==> config.mk <==
export PLATFORM = sky130hd
export DESIGN_NAME = gpio_in_parity_monitor
export DESIGN_NICKNAME = d
export VERILOG_FILES = /design/src/rtl/gpio_in_parity_monitor.sv
export SDC_FILE = /design/constraint.sdc
export NUM_CORES = 1
export LEC_CHECK = 0
export CORE_UTILIZATION = 60
export DETAILED_ROUTE_END_ITERATION = 8
export PLACE_DENSITY = 0.92
export SYNTH_ARGS = -nofsm -noshare
export SYNTH_HDL_FRONTEND = slang
export SYNTH_SLANG_ARGS = --single-unit
==> constraint.sdc <==
create_clock -name clk -period 4.35 [get_ports clk]
set_clock_uncertainty 0.1 [all_clocks]
set_input_delay 0.87 -clock clk [delete_from_list [all_inputs] [get_ports clk]]
set_output_delay 0.87 -clock clk [all_outputs]
set_load 0.05 [all_outputs]
==> src/rtl/gpio_in_parity_monitor.sv <==
// GPIO input parity monitor.
// Synchronises the 17-bit loopback bus (16 data bits plus a parity bit) and
// captures every change of the synchronised value. Each captured sample is
// parity-checked and queued in a first-word fall-through FIFO. A sticky error
// flag and a saturating error counter make injected loopback errors visible.
module gpio_in_parity_monitor #(
  parameter int SYNC_STAGES = 2,
  parameter bit PARITY_ODD  = 1'b0,
  parameter int FIFO_DEPTH  = 4,
  parameter int CNT_W       = 8
) (
  input  logic                          clk,
  input  logic                          reset_n,
  input  logic [16:0]                   GPIO_IN,
  input  logic                          enable,
  input  logic                          clr_err,
  input  logic                          rd_ready,
  output logic                          rd_valid,
  output logic [15:0]                   rd_data,
  output logic                          rd_perr,
  output logic [$clog2(FIFO_DEPTH):0]   fifo_level,
  output logic                          err_sticky,
  output logic [CNT_W-1:0]              err_count,
  output logic                          overflow
);

  localparam int PTR_W = $clog2(FIFO_DEPTH);
  localparam int LVL_W = PTR_W + 1;

  logic [16:0] s;

  // SYNC_STAGES=0 feeds the bus straight through; otherwise a flop chain.
  generate
    if (SYNC_STAGES == 0) begin : g_nosync
      assign s = GPIO_IN;
    end else begin : g_sync
      logic [SYNC_STAGES-1:0][16:0] sync_q;

      // Shift the raw bus through the synchroniser chain.
      always_ff @(posedge clk or negedge reset_n) begin
        if (!reset_n) begin
          sync_q <= '0;
        end else begin
          sync_q[0] <= GPIO_IN;
          for (int i = 1; i < SYNC_STAGES; i++) begin
            sync_q[i] <= sync_q[i-1];
          end
        end
      end

      assign s = sync_q[SYNC_STAGES-1];
    end
  endgenerate

  logic [16:0] last_q;
  logic        capture;
  logic        perr;

  // last_q tracks s even while disabled, so re-enabling never fires a stale change.
  always_ff @(posedge clk or negedge reset_n) begin
    if (!reset_n) last_q <= '0;
    else          last_q <= s;
  end

  assign capture = enable && (s != last_q);
  assign perr    = (^s) != PARITY_ODD;

  // FIFO storage and pointers.
  logic [16:0]      mem_q [FIFO_DEPTH];
  logic [PTR_W-1:0] wr_ptr_q, wr_ptr_d;
  logic [PTR_W-1:0] rd_ptr_q, rd_ptr_d;
  logic [LVL_W-1:0] level_q, level_d;
  logic             full;
  logic             pop;
  logic             push_ok;
  logic             drop;

  assign full     = (level_q == LVL_W'(FIFO_DEPTH));
  assign rd_valid = (level_q != '0);
  assign pop      = rd_valid && rd_ready;
  // A full FIFO still accepts a push when the head leaves on the same edge.
  assign push_ok  = capture && (!full || pop);
  assign drop     = capture && full && !pop;

  // Pointer and level next-state; pointers wrap naturally at the power-of-2 depth.
  always_comb begin
    wr_ptr_d = wr_ptr_q;
    rd_ptr_d = rd_ptr_q;
    level_d  = level_q;
    if (push_ok) wr_ptr_d = wr_ptr_q + PTR_W'(1);
    if (pop)     rd_ptr_d = rd_ptr_q + PTR_W'(1);
    case ({push_ok, pop})
      2'b10:   level_d = level_q + LVL_W'(1);
      2'b01:   level_d = level_q - LVL_W'(1);
      default: level_d = level_q;
    endcase
  end

  // FIFO pointer/level registers; reset empties the queue.
  always_ff @(posedge clk or negedge reset_n) begin
    if (!reset_n) begin
      wr_ptr_q <= '0;
      rd_ptr_q <= '0;
      level_q  <= '0;
    end else begin
      wr_ptr_q <= wr_ptr_d;
      rd_ptr_q <= rd_ptr_d;
      level_q  <= level_d;
    end
  end

  // Sample storage write; contents need no reset because level gates the read side.
  always_ff @(posedge clk) begin
    if (push_ok) mem_q[wr_ptr_q] <= {perr, s[15:0]};
  end

  assign rd_data    = rd_valid ? mem_q[rd_ptr_q][15:0] : 16'h0000;
  assign rd_perr    = rd_valid ? mem_q[rd_ptr_q][16]   : 1'b0;
  assign fifo_level = level_q;

  // Error tracking.
  logic [CNT_W-1:0] err_count_q, err_count_d;
  logic             err_sticky_q, err_sticky_d;
  logic             overflow_q, overflow_d;

  // clr_err outranks any same-cycle error or overflow event.
  always_comb begin
    err_count_d  = err_count_q;
    err_sticky_d = err_sticky_q;
    overflow_d   = overflow_q;
    if (clr_err) begin
      err_count_d  = '0;
      err_sticky_d = 1'b0;
      overflow_d   = 1'b0;
    end else begin
      if (capture && perr) begin
        err_sticky_d = 1'b1;
        if (err_count_q != '1) err_count_d = err_count_q + CNT_W'(1);
      end
      if (drop) overflow_d = 1'b1;
    end
  end

  // Error register bank.
  always_ff @(posedge clk or negedge reset_n) begin
    if (!reset_n) begin
      err_count_q  <= '0;
      err_sticky_q <= 1'b0;
      overflow_q   <= 1'b0;
    end else begin
      err_count_q  <= err_count_d;
      err_sticky_q <= err_sticky_d;
      overflow_q   <= overflow_d;
    end
  end

  assign err_count  = err_count_q;
  assign err_sticky = err_sticky_q;
  assign overflow   = overflow_q;

endmodule
### After elaboration in Yosys (flattened, before gate mapping)

Memories as Yosys holds them, arrays and structs flattened.
Index checks and enable logic that the tools add are counted.

| word-level totals | value |
|---|---|
| memories | 1 |
| bits of input ports | 22 |
| memory bits (writable) | 68 |
| logic and storage cells | 48 |
| bits in registers | 68 |
| output and inout bits | 31 |

Memory list:

| name | depth | width | rd ports | clocked after Yosys merged registers in | write ports | RTL line | text |
|---|---|---|---|---|---|---|---|
| mem_q | 4 | 17 | 1 | 0 | 1 | 69 | `logic [16:0] mem_q [FIFO_DEPTH];` |

| operators by class | value |
|---|---|
| reduce and logical (&&, ||, !) cells | 16 |
| multiplexer cells | 12 |
| equality and inequality tests | 5 |
| add/sub/neg operators | 5 |

Operator list:

| cell | number |
|---|---|
| $mux 8 | 3 |
| $ne 17x17->1 | 1 |
| $reduce_xor 17->1 | 1 |
| $mux 16 | 1 |
| $add 8x1->8 const B | 1 |
| $ne 8x8->1 const B | 1 |
| $reduce_bool 2->1 | 4 |
| $mux 1 | 7 |
| $logic_and 1x1->1 | 6 |
| $pmux 3 s2 | 1 |
| $add 2x1->2 const B | 2 |
| $add 3x1->3 const B | 1 |
| $eq 3x3->1 const B | 1 |
| $reduce_bool 3->1 | 1 |
| $sub 3x1->3 const B | 1 |
| $eq 2x1->1 const B | 1 |
| $eq 2x2->1 const B | 1 |
| $logic_not 1->1 | 2 |
| $reduce_and 2->1 | 1 |
| $logic_or 1x1->1 | 1 |

### Depth between registers and ports, before layout

Gate-level depths: netlist (run 1).

| depth | value |
|---|---|
| depth after elaboration | 6 |
| gate-level depth with buffers | 10 |
| depth with buffers taken out | 9 |

### Worst setup path after synthesis (run 1)

No wires, ideal clock.

| timing path | value |
|---|---|
| path type | register to output |
| start point | reg level_q[0] (netlist: fifo_level[0]) |
| end point | out rd_data[10] |
| setup slack | 1349 ps |
| required time | 3380 ps |
| cell stages (with the launch flop) | 4 |
| arrival | 2031 ps |
| cell sequence | dfrtp_1 > or3_1 > clkbuf_1 > and2_1 |

| on the way | value |
|---|---|
| word-level cells in the longest chain between the ends | 2 |

RTL lines:

| what | RTL line | text |
|---|---|---|
| start: declaration | 72 | `logic [LVL_W-1:0] level_q, level_d;` |
| start signal: assignment | 108 | `level_q <= level_d;` |
| $reduce_bool 3->1 | 79 | `assign rd_valid = (level_q != '0);` |
| named net rd_valid | 18 | `output logic rd_valid,` |
| $mux 16 | 117 | `assign rd_data = rd_valid ? mem_q[rd_ptr_q][15:0] : 16'h0000;` |
| end: declaration | 19 | `output logic [15:0] rd_data,` |

The timed path passes the listed nets, and every way through them passes these cells.

### Worst setup path after layout (run 1)

| timing path | value |
|---|---|
| start point | reg rd_ptr_q[0] |
| end point | out rd_data[7] |

| on the way | value |
|---|---|
| word-level cells in the longest chain between the ends | 2 |

RTL lines:

| what | RTL line | text |
|---|---|---|
| start: declaration | 71 | `logic [PTR_W-1:0] rd_ptr_q, rd_ptr_d;` |
| start signal: assignment | 107 | `rd_ptr_q <= rd_ptr_d;` |
| $mem_v2 4x17 | n/a |  |
| $mux 16 | 117 |  |

Every way passes these cells.

==> results of run 1 <==
-- critical path, stage by stage, from the launching register on --
cell and delay (ps):
sky130_fd_sc_hd__dfrtp_1 610, sky130_fd_sc_hd__buf_4 350, sky130_fd_sc_hd__mux4_2 550, sky130_fd_sc_hd__and2_1 170, sky130_fd_sc_hd__clkdlybuf4s50_1 690
-- layer usage --
layer	up-vias	track usage	share of wire
met1	1382	0.301	0.41
met4	0	0.0922	0.016
li1	1229	-	-
met5	-	0	0
met2	90	0.432	0.53
met3	18	0.0861	0.050
-- worst paths after layout --
check	to	cells after the start	slack, ps	start
worst max register to register	mem_q[0][3]	6	1350	s[11]
max in group asynchronous	g_sync.sync_q[2]	2	2860	reset_n
worst min register to register	s[1]	0	240	g_sync.sync_q[1]
worst min-delay path	s[1]	0	240	g_sync.sync_q[1]
min in group asynchronous	g_sync.sync_q[11]	1	350	reset_n
worst max-delay path	rd_data[7]	4	480	rd_ptr_q[0]
-- power groups by stage --
stage               sequential, mW  clock, mW  combinational [mW]
finish                        1.74       1.33                1.61
CTS                           1.74       1.34                1.62
floorplan                     1.75          0                1.10
detailed placement            1.76          0                1.61
global placement              1.74          0                1.57
global route                  1.76       1.40                1.70
-- cell families after synthesis --
| group | share of synthesized area |
|---|---|
| XOR/XNOR | 0.0697 |
| adder cells (fa/ha/maj) | 0.0159 |
| buffers and inverters | 0.0103 |
| multiplexers | 0.0848 |
| AO/OA/AOI/OAI | 0.0228 |
| AND/OR/NAND/NOR | 0.0774 |
| flip-flops | 0.719 |
-- registers in the layout (all words and copies together) (netlist names) --
register and flops:
g_sync.sync_q 17, overflow 1, s 17, err_count 8, wr_ptr_q 2, fifo_level 3, last_q 17, err_sticky 1
rd_ptr_q 2, mem_q 68
-- per-stage QoR --
| stage | setup WS [ps] | util |
|---|---|---|
| detailed placement | 945 | 0.704 |
| finish | 485 | 0.770 |
| global route | 350 | 0.770 |
| CTS | 424 | 0.770 |
| global placement | 1040 | 0.704 |
| floorplan | 1350 | - |
-- layout by cell type, fill, tap and decap left out, drive strengths merged, types with 2 or more instances in the layout --
cell            n
xor2            6
nor4            2
and2           19
o21ai           2
edfxtp         68
nand3           3
dfrtp          68
nand4           5
ha              5
inv             5
mux2            4
clkdlybuf4s50  51
and3           12
nor2b           3
nand3b          3
clkinvlp        2
mux4           17
buf             4
a31oi           2
xnor2          31
a21oi           5
clkbuf         24
nand2           5
clkinv          5
nor2           12
-- layout make-up --
type	instances	area, um^2	area share
clock buffers	24	482	0.0754
clock inverters	8	70.1	0.0110
repair buffers	55	538	0.0842
well taps	105	131	0.0206
multi-input cells	151	1410	0.220
flip-flops and latches	136	3740	0.586
inverters	5	18.8	0.00294
==> metrics.csv, run 1 <==
metric,value,unit
run_status,finished clean,
setup_total_negative_slack,0,ps
final-hold-violation-count,0,
grt_start_max_net_pins,39,
routabilityCongestion,0.780,
design.core.area,0.00830,mm^2
via_count,2719,
power_leakage,2.46,nW
tightest_slew,972,ps
global_route_wire_length_before_repair,15700,um
cts.repair_timing.setup_buffer_count,0,
initialDrtViolationCount,100,
worst_ep_required_time,3380,ps
async_flop_share,0.500,
synth_top_area_cell,sky130_fd_sc_hd__edfxtp_1,
internal_power,3.03,mW
post_synth_main_area_contributors,"sky130_fd_sc_hd__edfxtp_1 (39%), sky130_fd_sc_hd__dfrtp_1 (33%), sky130_fd_sc_hd__mux4_2 (7.4%)",
insertion_delay,530,ps
layout.nets,394,
ys_seq_area_frac,0.719,
share_seq_of_total_power,0.372,
initial_core_util,0.627,
post_drt_via_cell_ratio,5.62,
numClockSinks,136,
cts-buffers-inserted,17,
top_level_ports,53,
slew_violations,0,
report.power.total,4.68,mW
vertical_extent_of_the_die,95.2,um
path_type_of_the_worst_setup_path,flip-flop to output port,
hold_path.class,flip-flop to flip-flop,
yosysTopAreaCellShare,0.392,
power_switching,1.65,mW
final-instance-count-excl-fill,484,
timing.critical_path.to_type,output port,
synth_commonest_cells,"sky130_fd_sc_hd__dfrtp_1 (68), sky130_fd_sc_hd__edfxtp_1 (68), sky130_fd_sc_hd__xnor2_1 (29)",
share_comb_of_total_power,0.343,
maxSlewHeadroom,0.352,
ant_nets,0,
critical_path_arrival,2900,ps
synth_area,0.00521,mm^2
power.density_cell_area,732,mW/mm^2
most_instantiated_flip_flop_cell_in_the_synthesis_netlist,sky130_fd_sc_hd__edfxtp_1,
number_of_synthesized_flops_with_an_enable_pin,68,
cts_tree,done,
fin_area,0.00639,mm^2
postCtsHoldBufs,0,
dp_hpwl,5790,um
antennaDiodeCount,0,
drt_pass1_iterations,6,
via_count_of_the_first_global_routing_pass,2900,
drv_cap,0,
drcViolationCount,0,
clk_pin_slew_worst_paths,60,ps
switching_share,0.353,
wirelength,9860,um
post_synth_num_cell_types,41,
period_needed,3870,ps
cts.path.max_buffers,2,
rows,33,
period_share,0.889,
grt_antenna_before_repair,0,
mappedNetlistNets,329,
globalRoute.totalOverflow,0,
yosys_warnings,0,
setup_viol,0,
postSynthRegisterBits,136,
io_buffer_count,52,
postPlaceCellArea,0.00584,mm^2
synth_cells,301,
max_freq,259,MHz
syn_area_per_cell,17.3,um^2
worst_setup_path_start_kind,flip-flop,
area_delta_synth_final,22.8,%
vdd_ir_drop_max,503,uV
route.detailed.wl_per_inst,20.4,um
htreeDepth,4,
crit_fanout,12,
globalRouteTotalUtil,0.254,
dpl.cell_count,452,
share_of_final_layout_standard_cells_stronger_than_drive_strength_1,0.158,
rsz0062_at_grt,no,
power.clock.fraction,0.285,
cts_resized,0,
nFillCells,448,
die_width,95.2,um
hold-worst-slack,242,ps
clock_tree.root_cell,sky130_fd_sc_hd__clkbuf_8,
design.die.area,0.00905,mm^2
(Power assumes the default switching activity.)
==> run 2: changes to the inputs <==
==> constraint.sdc (replaced) <==
create_clock -name clk -period 4.35 [get_ports clk]
set_clock_uncertainty 0.1 [all_clocks]
set_input_delay 1.0875 -clock clk [delete_from_list [all_inputs] [get_ports clk]]
set_output_delay 1.0875 -clock clk [all_outputs]
set_load 0.05 [all_outputs]
==> run 2 against run 1 <==
Core utilization increased by 0.92 points; maximum frequency decreased by 5.4%; clock-buffer cell count unchanged; final cell count grew 0.83%.
==> metrics.csv, run 2 (synthesis gave the netlist of run 1 again) <==
metric,value,unit
worst-path-buf-inv,2,
period_share,0.939,
timing.critical_path.to_type,output port,
cpLargestDelayFamily,buffers and inverters,
share_seq_of_total_power,0.366,
share_comb_of_total_power,0.343,
top_level_ports,53,
numClockSinks,136,
ant_nets,0,
post_drt_via_cell_ratio,5.66,
nFillCells,457,
final-hold-violation-count,0,
clk_pin_slew_worst_paths,60,ps
cts-buffers-inserted,17,
globalRouteTotalUtil,0.250,
final-instance-count-excl-fill,488,
initialDrtViolationCount,160,
htreeDepth,4,
power_switching,1.67,mW
power_leakage,2.50,nW
worst_ep_required_time,3160,ps
max_reg_flops,68,
area_delta_synth_final,24.2,%
timing.critical_path.cells,buf_4 > mux4_2 > and2_1 > clkdlybuf4s50_1,
globalRoute.totalOverflow,0,
worst_setup_path_start_kind,flip-flop,
design.die.area,0.00905,mm^2
rows,33,
grt_antenna_before_repair,0,
share_of_final_layout_standard_cells_stronger_than_drive_strength_1,0.175,
insertion_delay,510,ps
setup_viol,0,
fin_area,0.00647,mm^2
vdd_ir_drop_max,441,uV
multi_input_area,0.00141,mm^2
max_stage_delay,700,ps
via_count,2763,
power.clock.fraction,0.292,
run_status,finished clean,
die_width,95.2,um
route.detailed.wl_per_inst,20.4,um
mostFrequentLayoutCells,"sky130_fd_sc_hd__dfrtp_1 (68), sky130_fd_sc_hd__edfxtp_1 (68), sky130_fd_sc_hd__clkdlybuf4s50_1 (51), sky130_fd_sc_hd__xnor2_1 (29)",
path_type_of_the_worst_setup_path,flip-flop to output port,
rsz0062_at_grt,no,
power.density_cell_area,734,mW/mm^2
via_count_of_the_first_global_routing_pass,2943,
period_needed,4090,ps
postPlaceCellArea,0.00587,mm^2
grt_start_max_net_pins,32,
drcViolationCount,0,
global_route_wire_length_before_repair,15700,um
switching_share,0.351,
hold_path.class,flip-flop to flip-flop,
internal_power,3.08,mW
routabilityCongestion,0.758,
dpl.cell_count,456,
max_freq,245,MHz
clock_tree.root_cell,sky130_fd_sc_hd__clkbuf_8,
antennaDiodeCount,0,
wirelength,9930,um
regMostFlops,mem_q,
dp_hpwl,5980,um
cts_resized,0,
tightest_slew,894,ps
postCtsHoldBufs,0,
critical_path_arrival,2900,ps
design.core.area,0.00830,mm^2
initial_core_util,0.627,
maxSlewHeadroom,0.404,
cp_slowest_cell,sky130_fd_sc_hd__clkdlybuf4s50_1,
cts.repair_timing.setup_buffer_count,0,
drt_pass1_iterations,4,
slew_violations,0,
ff_latch_area,0.00374,mm^2
crit_fanout,12,
cts_tree,done,
layout.nets,398,
setup_total_negative_slack,0,ps
drv_cap,0,
cts.path.max_buffers,2,
io_buffer_count,52,
vertical_extent_of_the_die,95.2,um
-- run 2: cell types whose count changed in the layout (fill, tap and decap cells not counted), moves of 2 or more --
cell,before,now
sky130_fd_sc_hd__buf_4,3,7
sky130_fd_sc_hd__clkbuf_8,3,5
sky130_fd_sc_hd__clkinv_2,5,2
sky130_fd_sc_hd__clkbuf_16,17,19
sky130_fd_sc_hd__clkbuf_1,4,0
-- run 2: area by class of cell --
cell class              count  area share
repair buffers             59      0.0878
clock buffers              24      0.0841
well taps                 105      0.0203
clock inverters             8     0.00832
inverters                   5     0.00290
flip-flops and latches    136       0.579
multi-input cells         151       0.218
-- run 2: final timing paths --
path | startpoint | to | slack, ps | cells after the start
max | rd_ptr_q[0] | rd_data[3] | 260 | 4
min | g_sync.sync_q[13] | s[13] | 240 | 0
max reg2reg | s[8] | fifo_level[1] | 1300 | 10
min reg2reg | g_sync.sync_q[13] | s[13] | 240 | 0
max in group asynchronous | reset_n | err_count[0] | 3000 | 2
min in group asynchronous | reset_n | g_sync.sync_q[14] | 400 | 1
-- run 2: routing by layer --
layer  track usage  up-vias  routed length [um]
met5             0        -                   0
met4         0.110        0                 100
met3        0.0678        9                 566
met2         0.421       85                5450
met1         0.305     1433                3820
li1              -     1236                   -
-- run 2: power by group through the flow --
stage	Combinational, mW	Clock [mW]	Sequential [mW]
6_report	1.63	1.38	1.74
2_1_floorplan	1.10	0	1.75
3_5_place_dp	1.62	0	1.76
5_1_grt	1.72	1.46	1.76
3_3_place_gp	1.58	0	1.73
4_1_cts	1.64	1.40	1.74
-- run 2: worst register-to-register path, delay by kind of cell, from the launching register on --
kind,cells,cell delay (ps)
compound gates,3,390
xor+xnor,1,210
buf+inv,1,220
simple gates,4,1050
flops,1,490
fa+ha+maj,1,470
-- run 2: metrics by stage --
step	setup WS (ps)	hold WS, ps	utilization	power (mW)
floorplan	1130	231	-	2.86
detailed placement	748	235	0.707	3.38
CTS	182	245	0.779	4.78
global route	130	255	0.779	4.94
finish	264	244	0.779	4.75
global placement	813	234	0.707	3.32
==> run 3: changes to the inputs <==
ABC_AREA = 1   (was default)
CORE_UTILIZATION = 51   (was 60)
PLACE_DENSITY = 0.83   (was 0.92)
clock period = 3.5 ns   (was 4.35 ns; I/O delays follow)
==> run 3 against run 2 <==
Non-clock buffer count unchanged; clock power grew 31%; first-iteration DRC count is 18% higher; synthesized cell count up 68%; setup slack better by 140 ps; via count rose by 32%; flip-flop and latch count stayed put; critical endpoint is now rd_data[10]; largest cell class unchanged; highest routed layer unchanged.
==> metrics.csv, run 3 <==
metric,value,unit
timing.critical_path.to_type,output port,
hold_path_end,s[7],
hold_path.class,flip-flop to flip-flop,
nFillCells,737,
report.power.total,6.02,mW
vertical_extent_of_the_die,107,um
maxSlewHeadroom,0.554,
post_synth_num_cell_types,31,
antennaDiodeCount,0,
slew_violations,0,
worst-path-buf-inv,3,
max_freq,323,MHz
mostFrequentLayoutCells,"sky130_fd_sc_hd__nor2_1 (88), sky130_fd_sc_hd__nand2_1 (86), sky130_fd_sc_hd__edfxtp_1 (68), sky130_fd_sc_hd__dfrtp_1 (67), sky130_fd_sc_hd__inv_1 (37)",
design.core.area,0.0105,mm^2
path_type_of_the_worst_setup_path,flip-flop to output port,
worst_setup_path_start_kind,flip-flop,
worst_r2r_endpoint,fifo_level[1],
globalRouteTotalUtil,0.206,
most_instantiated_flip_flop_cell_in_the_synthesis_netlist,sky130_fd_sc_hd__edfxtp_1,
insertion_delay,520,ps
initialDrtViolationCount,189,
setup_ws,400,ps
clk_pin_slew_worst_paths,60,ps
top_level_ports,53,
via_count_of_the_first_global_routing_pass,3670,
most_common_library_cell_in_the_layout_ignoring_fill_and_taps,sky130_fd_sc_hd__nor2_1,
ff_latch_area,0.00374,mm^2
r2r_start,s[5],
synth_area,0.00558,mm^2
io_buffer_count,52,
initial_core_util,0.533,
yosysTopAreaCellShare,0.366,
clock_tree.root_cell,sky130_fd_sc_hd__clkbuf_8,
ys_seq_area_frac,0.671,
mappedNetlistNets,535,
cts.path.max_buffers,2,
number_of_synthesized_flops_with_an_enable_pin,68,
multi_input_area,0.00160,mm^2
rsz0062_at_grt,no,
drv_cap,0,
cp_slowest_cell,sky130_fd_sc_hd__dfrtp_2,
drt_pass1_iterations,6,
cts_resized,0,
vdd_ir_drop_max,584,uV
numClockSinks,136,
period_needed,3100,ps
globalRoute.totalOverflow,0,
synth_top_area_cell,sky130_fd_sc_hd__edfxtp_1,
ant_nets,0,
tightest_slew,669,ps
rows,37,
cts_tree,done,
hold_path_origin,g_sync.sync_q[7],
yosysMostFrequentCell,sky130_fd_sc_hd__nor2_1,
grt_antenna_before_repair,0,
dp_hpwl,6740,um
power_leakage,2.95,nW
timing.critical_path.cells,clkinv_1 > buf_4 > nor2_1 > o21ai_0 > a21oi_1 > buf_4,
via_count,3640,
yosys_warnings,0,
syn_area_per_cell,11.0,um^2
drcViolationCount,0,
post_drt_via_cell_ratio,5.05,
area_delta_synth_final,22.7,%
routabilityCongestion,0.805,
share_of_final_layout_standard_cells_stronger_than_drive_strength_1,0.145,
htreeDepth,4,
cts-buffers-inserted,17,
post_synth_main_area_contributors,"sky130_fd_sc_hd__edfxtp_1 (37%), sky130_fd_sc_hd__dfrtp_1 (31%), sky130_fd_sc_hd__nor2_1 (5.9%)",
synth_commonest_cells,"sky130_fd_sc_hd__nor2_1 (88), sky130_fd_sc_hd__nand2_1 (86), sky130_fd_sc_hd__dfrtp_1 (68), sky130_fd_sc_hd__edfxtp_1 (68), sky130_fd_sc_hd__inv_1 (37)",
period_share,0.886,
cp_common_cell,sky130_fd_sc_hd__buf_4,
hold-path-cell-count,0,
global_route_wire_length_before_repair,17500,um
postCtsHoldBufs,0,
critical_path_arrival,2120,ps
postSynthRegisterBits,136,
die_width,107,um
setup_total_negative_slack,0,ps
max_stage_delay,570,ps
wirelength,10600,um
design.die.area,0.0114,mm^2
setup_viol,0,
regMostFlops,mem_q,
final-hold-violation-count,0,
layout.nets,600,
cts.repair_timing.setup_buffer_count,0,
pre_cts_slack,717,ps
max_reg_flops,68,
power.density_cell_area,879,mW/mm^2
grt_start_max_net_pins,43,
crit_fanout,18,
synth_cells,507,
worst_ep_required_time,2520,ps
run_status,finished clean,
worstRegToRegCells,13,
async_flop_share,0.500,
cpLargestDelayFamily,buffers and inverters,
route.detailed.wl_per_inst,14.7,um
worst-r2r-setup-slack,1180,ps
## run 3: cell types whose count changed in the layout (fill, tap and decap cells not counted), moves of 10 or more
cell | before | now
sky130_fd_sc_hd__nand2_1 | 5 | 86
sky130_fd_sc_hd__a21oi_1 | 5 | 18
sky130_fd_sc_hd__clkdlybuf4s50_1 | 51 | 34
sky130_fd_sc_hd__buf_4 | 7 | 23
sky130_fd_sc_hd__inv_1 | 5 | 37
sky130_fd_sc_hd__xnor2_1 | 29 | 14
sky130_fd_sc_hd__mux4_2 | 17 | 0
sky130_fd_sc_hd__nand3_1 | 3 | 27
sky130_fd_sc_hd__inv_2 | 0 | 10
sky130_fd_sc_hd__o21ai_1 | 0 | 11
sky130_fd_sc_hd__o21ai_0 | 2 | 23
sky130_fd_sc_hd__nor2_1 | 12 | 88
sky130_fd_sc_hd__and2_1 | 19 | 0
sky130_fd_sc_hd__and3_1 | 12 | 1
## run 3: routing by layer
layer / up-vias / GRT usage / wire length (um)
met3: 17 / 0.0419 / 471
met4: 0 / 0.0988 / 154
li1: 1778 / - / -
met2: 104 / 0.346 / 5510
met1: 1741 / 0.256 / 4470
met5: - / 0 / 0
## run 3: kinds of logic after synthesis
family	Yosys count	share of synthesized area
simple gates	222	0.177
flops	136	0.671
buf+inv	61	0.0415
compound gates	55	0.0523
xor+xnor	27	0.0437
fa+ha+maj	6	0.0148
## run 3: metrics by stage
stage / std cells / hold WS (ps) / utilization / cell area (um^2)
2_1_floorplan: 507 / 231 / - / 5580
3_3_place_gp: 689 / 235 / 0.596 / 6240
3_5_place_dp: 689 / 235 / 0.596 / 6240
4_1_cts: 721 / 248 / 0.654 / 6850
5_1_grt: 721 / 250 / 0.654 / 6850
6_report: 721 / 246 / 0.654 / 6850
## run 3: worst reg2reg max path: stages, from the launching register on
cell                      delay [ps]
sky130_fd_sc_hd__dfrtp_1         520
sky130_fd_sc_hd__inv_1           110
sky130_fd_sc_hd__nand2_1          80
sky130_fd_sc_hd__nand2_1          80
sky130_fd_sc_hd__nor2_1          130
sky130_fd_sc_hd__nand3_1         120
sky130_fd_sc_hd__nor2_2          190
sky130_fd_sc_hd__nand2_2         100
sky130_fd_sc_hd__nand2_2         110
sky130_fd_sc_hd__nand2_4          70
sky130_fd_sc_hd__inv_1            70
sky130_fd_sc_hd__fa_1            400
sky130_fd_sc_hd__nand2_1          80
sky130_fd_sc_hd__nand2_1          50
## run 3: how the worst max path moves through the flow
stage	startpoint	end	slack [ps]	depth (start not counted)
finish	rd_ptr_q[1]	rd_data[10]	400	6
global route	rd_ptr_q[1]	rd_data[14]	200	6
CTS	rd_ptr_q[1]	rd_data[5]	170	6
detailed placement	rd_ptr_q[1]	rd_data[13]	720	6
global placement	rd_ptr_q[1]	rd_data[13]	780	6
floorplan	fifo_level[0]	rd_data[10]	140	5
## run 3: final cells by class
class / count / share of cell area
Timing Repair Buffer: 59 / 0.0786
Clock buffer: 20 / 0.0636
Inverter: 48 / 0.0263
Multi-Input combinational cell: 310 / 0.234
Clock inverter: 12 / 0.0254
Tap cell: 136 / 0.0249
Sequential cell: 136 / 0.547
## run 3: power by group
part | switching [mW] | leakage (nW) | total [mW] | internal [mW]
Combinational | 1.48 | 1.22 | 2.11 | 0.627
Clock | 0.636 | 0.299 | 1.81 | 1.17
Sequential | 0.160 | 1.43 | 2.10 | 1.94
